[src/rtl/decrypt_and_receive.sv]
// Serial receiver: XOR-decrypts one bit per cycle and assembles WORDS 4-bit words into a readable store.
// Define FRAME_ERR_EN to add the frame_err pulse output for short and over-length frames.
module decrypt_and_receive #(
    parameter int unsigned WORDS = 16
) (
    input  logic       clk,
    input  logic       rst,
    input  logic       ena_in,
    input  logic       key,
    input  logic       data_enc,
    input  logic [3:0] rd_addr,
    output logic [3:0] data_out,
    output logic       done,
    output logic       busy
`ifdef FRAME_ERR_EN
    ,
    output logic       frame_err
`endif
);

    localparam int unsigned   AW       = (WORDS > 1) ? $clog2(WORDS) : 1;
    localparam int unsigned   CW       = 6;
    localparam logic [CW-1:0] LAST_BIT = CW'(4 * WORDS - 1);

    typedef enum logic [1:0] {
        IDLE = 2'd0,
        RECV = 2'd1,
        DONE = 2'd2
    } state_t;

    state_t        r_state;
    state_t        w_state_nxt;
    logic [CW-1:0] r_bit_cnt;
    // Three most recent plain bits; the fourth bit of a word is the plain bit of the writing cycle.
    logic [2:0]    r_shift;
    logic          r_wait_low;
    logic          w_wait_low_nxt;
    logic          w_accept;
    logic          w_clear;
    logic          w_plain;
    logic          w_last;
    logic          w_word_wr;
    logic [3:0]    w_word;
    logic [AW-1:0] w_wr_idx;
    logic [AW-1:0] w_rd_idx;
    logic          w_rd_ok;
    logic [3:0]    r_store [WORDS];
    logic [3:0]    r_data_out;
    logic          r_done;
    logic          r_busy;

    assign w_plain   = data_enc ^ key;
    assign w_last    = (r_bit_cnt == LAST_BIT);
    assign w_word    = {r_shift, w_plain};
    assign w_word_wr = w_accept && (r_bit_cnt[1:0] == 2'b11);
    assign w_wr_idx  = AW'(r_bit_cnt[5:2]);
    assign w_rd_idx  = AW'(rd_addr);
    assign w_rd_ok   = (32'(rd_addr) < WORDS);

    // State register.
    always_ff @(posedge clk) begin
        if (rst) begin
            r_state <= IDLE;
        end else begin
            r_state <= w_state_nxt;
        end
    end

    // Next-state and per-cycle control.
    always_comb begin
        w_state_nxt    = r_state;
        w_accept       = 1'b0;
        w_clear        = 1'b0;
        w_wait_low_nxt = r_wait_low;
        case (r_state)
            IDLE: begin
                if (r_wait_low) begin
                    if (!ena_in) begin
                        w_wait_low_nxt = 1'b0;
                    end
                end else if (ena_in) begin
                    w_accept    = 1'b1;
                    w_state_nxt = RECV;
                end
            end
            RECV: begin
                if (ena_in) begin
                    w_accept = 1'b1;
                    if (w_last) begin
                        w_clear     = 1'b1;
                        w_state_nxt = DONE;
                    end
                end else begin
                    w_clear     = 1'b1;
                    w_state_nxt = IDLE;
                end
            end
            DONE: begin
                w_state_nxt = IDLE;
                if (ena_in) begin
                    w_wait_low_nxt = 1'b1;
                end
            end
            default: begin
                w_state_nxt = IDLE;
                w_clear     = 1'b1;
            end
        endcase
    end

    // Datapath, word store and registered outputs.
    always_ff @(posedge clk) begin
        if (rst) begin
            r_bit_cnt  <= '0;
            r_shift    <= '0;
            r_wait_low <= ena_in;
            r_done     <= 1'b0;
            r_busy     <= 1'b0;
            r_data_out <= '0;
            for (int i = 0; i < int'(WORDS); i++) begin
                r_store[i] <= '0;
            end
        end else begin
            r_wait_low <= w_wait_low_nxt;
            r_done     <= (w_state_nxt == DONE);
            r_busy     <= (w_state_nxt == RECV);
            if (w_clear) begin
                r_bit_cnt <= '0;
                r_shift   <= '0;
            end else if (w_accept) begin
                r_bit_cnt <= r_bit_cnt + CW'(1);
                r_shift   <= {r_shift[1:0], w_plain};
            end
            if (w_word_wr) begin
                r_store[w_wr_idx] <= w_word;
            end
            // Nonblocking read of the store returns pre-write data on a same-address collision.
            r_data_out <= w_rd_ok ? r_store[w_rd_idx] : 4'h0;
        end
    end

    assign data_out = r_data_out;
    assign done     = r_done;
    assign busy     = r_busy;

`ifdef FRAME_ERR_EN
    logic w_err;
    logic r_frame_err;

    // Early drop while receiving, or first bit arriving during the DONE cycle.
    assign w_err = ((r_state == RECV) && !ena_in) || ((r_state == DONE) && ena_in);

    always_ff @(posedge clk) begin
        if (rst) begin
            r_frame_err <= 1'b0;
        end else begin
            r_frame_err <= w_err;
        end
    end

    assign frame_err = r_frame_err;
`endif

endmodule

[config.mk]
export PLATFORM = sky130hd
export DESIGN_NAME = decrypt_and_receive
export DESIGN_NICKNAME = d
export VERILOG_FILES = /design/src/rtl/decrypt_and_receive.sv
export SDC_FILE = /design/constraint.sdc
export NUM_CORES = 1
export LEC_CHECK = 0
export CAP_MARGIN = 30
export CORE_MARGIN = 8
export CORE_UTILIZATION = 56
export CTS_BUF_LIST = sky130_fd_sc_hd__clkbuf_16
export DETAILED_ROUTE_END_ITERATION = 8
export MAX_ROUTING_LAYER = met4
export PLACE_DENSITY = 0.74
export SLEW_MARGIN = 10
export SYNTH_ARGS = -nofsm -noshare
export SYNTH_HDL_FRONTEND = slang
export SYNTH_SLANG_ARGS = --single-unit
[constraint.sdc]
create_clock -name clk -period 3.6 [get_ports clk]
set_input_delay 0.72 -clock clk [delete_from_list [all_inputs] [get_ports clk]]
set_output_delay 0.72 -clock clk [all_outputs]
set_load 0.05 [all_outputs]
==> flow_summary.ini, run 1 <==
[setup_path]
rrSetupSlack_ns = 1.44
crit_path_dat_ns = 2.52
critical_path.cell_chain = clkdlybuf4s50_1, and4bb_2, nand2_2, nor4_2, or2_2
critPathLaunchType = input port
element_type_at_the_critical_path_end = flip-flop
worst_path_buffer_plus_inverter_count = 1
critical-path-max-stage-delay_ns = 0.52
critPathKind = input port to flip-flop
cp_top_family = simple AND/OR/NAND/NOR gates
worst_ep_required_time_ns = 3.65
critical_path_top_delay_cell = clkdlybuf4s50_1
worst-path-max-fanout = 21
regToRegEndpoint = r_store[1][0]
r2r.worst_path.cells = 5
reg2reg_from = r_bit_cnt[0]
worst_setup_path_startpoint = ena_in

[min_path]
worst_hold_path_type = flip-flop to flip-flop
hold-path-endpoint = r_bit_cnt[1]
worstHoldPathCells = 2
hold_start = r_bit_cnt[1]

[power_and_ir_drop]
sequential_cell_fraction_of_total_power = 0.464
switch_pwr_uw = 459
power-per-cell-area_nw_per_um2 = 523
relative_contribution_of_combinational_cells_to_total_power = 0.064
clock_power_share = 0.471
p_leak_uw = 0.00154
switching_share = 0.198
internal_power_uw = 1860
worst_ir_drop_vdd_uv = 325

[cts]
h-tree-depth = 3
cts_made_buffers = 9
clkTransAtPathRegs_ns = 0.06
clkLatencyLatePin_ns = 0.34
postCtsResizedCells = 0
max-clock-path-buffers = 2
root_buffer = clkbuf_16
holdBufCountCts = 0
clock_sinks = 82
cts_tree = yes
cts.repair_timing.setup_buffer_count = 0

[drt]
drc_errors = 0
met1_length_microns = 3230
drt_pass1_iterations = 4
wl_met2_microns = 3640
drt-total-wl_microns = 7410
routedWlPerCell_microns = 18.8
route.detailed.vias_per_inst = 5.97
detail_route.iter0.violations = 156
vias = 2353
ant_nets = 0
highest_layer = met4
met3WireLength_microns = 335

[sta]
hold_violations = 0
final.period_utilization = 0.686
timing.final.setup_violations = 0
grt_setup_unrepaired = no
drv_slew = 0
timing.final.crit_period_ns = 2.47
fin_skew_ns = 0.00588
worst_slew_pin_slew_ns = 0.675
max_clock_freq_ghz = 0.405
worst_slew_margin_relative_to_its_limit = 0.549
final.setup.tns_ns = 0

[logic_synthesis]
avgSynthCellArea_sq_um = 13.0
synth.lib_cells_used.distinct = 36
ys_ff_latch = 82
gate_count_post_synth = 299
ys_warn_count = 0
yosysSeqAreaShare = 0.588
synthesis.nets = 309
syn-cell-area_sq_um = 3900

[cells_and_area]
nNetsFinal = 319
drive_above_1_share = 0.197
final_cell_count_no_fill = 394
area_growth_syn_to_layout_pct = 13.6
antennaDiodeCount = 0
mostFrequentLayoutCells = edfxtp_1, and2_1, dfxtp_1
most_common_cell_after_layout_fill_and_taps_aside = edfxtp_1

[placement]
hpwlAfterDp_microns = 5020
port_buffers = 14
finalWeightedCongestion = 0.772
dp_cells = 378

[die]
start_util = 0.577
rows = 30
die_width_microns = 99.5
design.portCount = 15
total_die_area_sq_um = 9890
fp.dieH_microns = 99.5
core_area_sq_um = 6760

[global_routing]
grt_max_degree = 27
grtUsageTotal = 0.169
grt_first_pass_wirelength_microns = 12300
grt_antenna_before_repair = 0
gr-total-overflow = 0
first_global_vias = 2385

[run]
drv_cap = 0

[status]
run_status = complete, no violations
[power by group through the flow]
stage	Sequential, uW	Clock, uW	Combinational, uW
finish	1080	1090	149
global route	1080	1140	161
CTS	1080	1100	150
detailed placement	1100	0	150
global placement	1100	0	146
floorplan	1100	0	89.5
[synth_stat cells]
library cell / number / area share
a211o_1: 1 / 0.0022
a211oi_1: 1 / 0.0019
a21oi_1: 1 / 0.0013
a32oi_1: 4 / 0.0090
and2_1: 50 / 0.080
and4bb_2: 1 / 0.0032
buf_2: 4 / 0.0051
buf_4: 3 / 0.0058
buf_6: 1 / 0.0029
clkbuf_1: 10 / 0.0096
dfxtp_1: 17 / 0.087
edfxtp_1: 65 / 0.50
ha_1: 1 / 0.0032
mux2i_1: 10 / 0.026
mux4_2: 12 / 0.069
nand2_1: 14 / 0.013
nand2_2: 2 / 0.0032
nand2_4: 1 / 0.0029
nand2b_1: 7 / 0.011
nand3_1: 3 / 0.0038
nand4_1: 5 / 0.0080
nor2_1: 14 / 0.013
nor2_2: 1 / 0.0016
nor2b_1: 8 / 0.013
nor3_1: 6 / 0.0077
nor3_2: 9 / 0.023
nor3b_1: 2 / 0.0038
nor4_1: 13 / 0.021
nor4_2: 1 / 0.0032
nor4_4: 2 / 0.011
o211ai_1: 4 / 0.0077
o21ai_0: 3 / 0.0038
o21bai_1: 1 / 0.0019
or2_2: 16 / 0.026
xnor2_1: 4 / 0.0090
xor2_1: 2 / 0.0045
[worst reg2reg max path, delay by kind of cell (launching register included)]
family	cells	cell delay, ns
flops	1	0.37
simple gates	4	1.28
fa+ha+maj	1	0.22
[worst max-delay path by stage]
stage                               end  slack (ns)  depth (start not counted)
final                     r_store[1][0]        1.13                          5
after floorplan           r_store[9][0]        1.64                          5
after CTS                 r_store[1][3]        1.13                          5
after detailed placement  r_store[1][3]        0.78                          5
after global routing      r_store[1][3]        1.01                          5
after global placement    r_store[1][0]        0.86                          5
[cell type report]
| type | count | area (sq um) |
|---|---|---|
| Clock buffer | 9 | 225 |
| Clock inverter | 7 | 133 |
| Fill cell | 516 | 2330 |
| Multi-Input combinational cell | 199 | 1520 |
| Sequential cell | 82 | 2290 |
| Tap cell | 80 | 100 |
| Timing Repair Buffer | 17 | 163 |
[state kept, by name, summed over array words and instances (netlist names)]
signal	count
r_store	64
r_bit_cnt	6
data_out	4
r_shift	3
r_state	2
busy	1
done	1
r_wait_low	1
[per-layer routing]
layer  global-route usage  up-vias
li1                     -     1122
met1                0.196     1153
met2                0.270       62
met3               0.0349       16
met4               0.0908        0
met5                    -        -
[cells by family (layout without fill, tap and decap cells)]
| group | after synthesis | count (layout) | synth area share |
|---|---|---|---|
| multiplexers | 22 | 22 | 0.0950 |
| buffers and inverters | 18 | 33 | 0.0234 |
| flip-flops | 82 | 82 | 0.588 |
| AND/OR/NAND/NOR | 155 | 155 | 0.249 |
| AO/OA/AOI/OAI | 15 | 15 | 0.0279 |
| XOR/XNOR | 6 | 6 | 0.0135 |
| adder cells (fa/ha/maj) | 1 | 1 | 0.00321 |
[through the flow]
stage                     setup WS, ns  area (sq um)  total power (uW)   util  hold slack (ns)
final                             1.13          4430              2320  0.656            0.505
after global routing              1.01          4430              2380  0.656            0.532
after CTS                         1.13          4430              2330  0.656            0.506
after detailed placement         0.785          4070              1250  0.603            0.498
after global placement           0.855          4070              1240  0.603            0.481
after floorplan                   1.64          3900              1190      -            0.471
Power figures use the tool's default switching activity.
==> run 2, diff against run 1 <==
CORE_UTILIZATION = 55   (was 56)
PLACE_DENSITY = 0.76   (was 0.74)
clock period = 2 ns   (was 3.6 ns; I/O delays follow)
==> run 2 against run 1 <==
  * First-iteration DRC count decreased by 4.5%
  * Clock power increased by 29%
  * Register-to-register slack got worse by 1.3 ns
  * Cell area increased by 3.3%
  * Non-clock buffer count increased by 29
  * Cell count increased by 11%
  * Hold slack got worse by 0.0036 ns
  * Setup slack got worse by 1.0 ns
  * Clock skew decreased by 0.0015 ns
  * Clock-buffer cell count unchanged
  * Critical endpoint is now r_store[0][2]
  * Largest cell class unchanged
==> flow_summary.ini, run 2 (synthesized netlist as in run 1, its figures left out) <==
[status]
run_status = complete, no violations

[placement]
preCtsSetupSlack_ns = -0.149
port_buffers = 14
dp_cells = 423
hpwlAfterDp_microns = 5410
finalWeightedCongestion = 0.825

[setup_path]
critPathLaunchType = flip-flop
critical-path-max-stage-delay_ns = 0.37
crit_path_dat_ns = 1.91
critical_path.cell_chain = ha_1, and4bb_2, nand3_1, nor3_1, or2_2
critPathKind = flip-flop to flip-flop
r2r.worst_path.cells = 5
worst_ep_required_time_ns = 2.04
worst-path-max-fanout = 6
element_type_at_the_critical_path_end = flip-flop
reg2reg_from = r_bit_cnt[0]
critical_path_top_delay_cell = dfxtp_1
regToRegEndpoint = r_store[0][2]
rrSetupSlack_ns = 0.13

[global_routing]
first_global_vias = 2479
grt_antenna_before_repair = 0
gr-total-overflow = 0
grtUsageTotal = 0.166
grt_max_degree = 27
grt_first_pass_wirelength_microns = 12400

[cells_and_area]
drive_above_1_share = 0.257
most_common_cell_after_layout_fill_and_taps_aside = edfxtp_1
largest_reg_flops = 64
fill_cells = 515
antennaDiodeCount = 0
registers.top_by_ff_count = r_store
mostFrequentLayoutCells = edfxtp_1, and2_1, buf_4
area_growth_syn_to_layout_pct = 17.3
nNetsFinal = 348
final_cell_count_no_fill = 439

[power_and_ir_drop]
switching_share = 0.218
power_uw = 3620
sequential_cell_fraction_of_total_power = 0.535
internal_power_uw = 2830
clock_power_share = 0.388
relative_contribution_of_combinational_cells_to_total_power = 0.077
p_leak_uw = 0.00165
worst_ir_drop_vdd_uv = 452
switch_pwr_uw = 792
power-per-cell-area_nw_per_um2 = 792

[cts]
holdBufCountCts = 0
h-tree-depth = 3
cts.repair_timing.setup_buffer_count = 0
max-clock-path-buffers = 2
cts_made_buffers = 9
clkTransAtPathRegs_ns = 0.06
clock_sinks = 82
root_buffer = clkbuf_16
clkLatencyLatePin_ns = 0.32
postCtsResizedCells = 0
cts_tree = yes

[drt]
vias = 2453
route.detailed.vias_per_inst = 5.59
drt-total-wl_microns = 7580
ant_nets = 0
routedWlPerCell_microns = 17.3
detail_route.iter0.violations = 149
drc_errors = 0
drt_pass1_iterations = 4

[sta]
fin_skew_ns = 0.00436
final.period_utilization = 0.934
grt_setup_unrepaired = no
max_clock_freq_ghz = 0.536
hold_violations = 0
setup_ws_ns = 0.133
worst_hold_slack_ns = 0.501
timing.final.crit_period_ns = 1.87
drv_slew = 0
worst_slew_margin_relative_to_its_limit = 0.531
worst_slew_pin_slew_ns = 0.703
timing.final.setup_violations = 0
final.setup.tns_ns = 0

[die]
design.portCount = 15
die_width_microns = 100
core_area_sq_um = 6830
rows = 30
fp.dieH_microns = 100
start_util = 0.571
total_die_area_sq_um = 10000

[min_path]
worst_hold_path_type = flip-flop to flip-flop
hold-path-endpoint = r_bit_cnt[1]
hold_start = r_bit_cnt[1]
worstHoldPathCells = 2

[run]
drv_cap = 0
==> run 2: changes by cell type in the layout (fill, tap and decap cells not counted), sizes merged <==
cell | before | now
clkinv | 2 | 5
inv | 1 | 2
bufinv | 4 | 0
buf | 3 | 32
==> run 2: final cells by class <==
| cell class | instances | area [sq um] | area share |
|---|---|---|---|
| flip-flops and latches | 82 | 2290 | 0.501 |
| multi-input cells | 199 | 1520 | 0.331 |
| repair buffers | 46 | 393 | 0.0859 |
| clock buffers | 9 | 225 | 0.0492 |
| well taps | 96 | 120 | 0.0263 |
| clock inverters | 7 | 28.8 | 0.00629 |
==> run 2: routing by layer <==
| metal | up-vias | wire length (microns) | GRT usage |
|---|---|---|---|
| met5 | - | 0 | - |
| met4 | 0 | 148 | 0.0593 |
| met3 | 12 | 493 | 0.0457 |
| met2 | 79 | 3770 | 0.272 |
| met1 | 1185 | 3160 | 0.192 |
| li1 | 1177 | - | - |
==> run 2: stage by stage <==
step                      utilization  cell area, sq um
after global routing            0.670              4580
final                           0.670              4580
after floorplan                     -              3900
after detailed placement        0.633              4320
after CTS                       0.670              4580
after global placement          0.633              4320
==> run 2: worst max-delay path, delay by kind of cell (launching register included) <==
family / cells / cell delay (ns)
adders and majority gates: 1 / 0.24
DFF: 1 / 0.37
and+or+nand+nor: 4 / 0.97
==> run 2: how the worst max path moves through the flow <==
stage,slack [ns],endpoint,cells after the start,startpoint
3_5_place_dp,-0.15,r_store[9][0],6,rst
3_3_place_gp,-0.11,r_store[3][3],6,rst
4_1_cts,0.12,r_store[9][3],6,r_bit_cnt[0]
6_report,0.13,r_store[0][2],5,r_bit_cnt[0]
5_1_grt,0.02,r_store[7][2],6,r_bit_cnt[0]
2_1_floorplan,0.26,r_store[9][0],6,r_bit_cnt[0]
==> run 2: power groups by stage <==
stage / combinational, uW / clock, uW / sequential [uW]
2_1_floorplan: 161 / 0 / 1980
3_3_place_gp: 274 / 0 / 1970
3_5_place_dp: 278 / 0 / 1970
4_1_cts: 279 / 1430 / 1940
5_1_grt: 299 / 1500 / 1940
6_report: 279 / 1410 / 1940
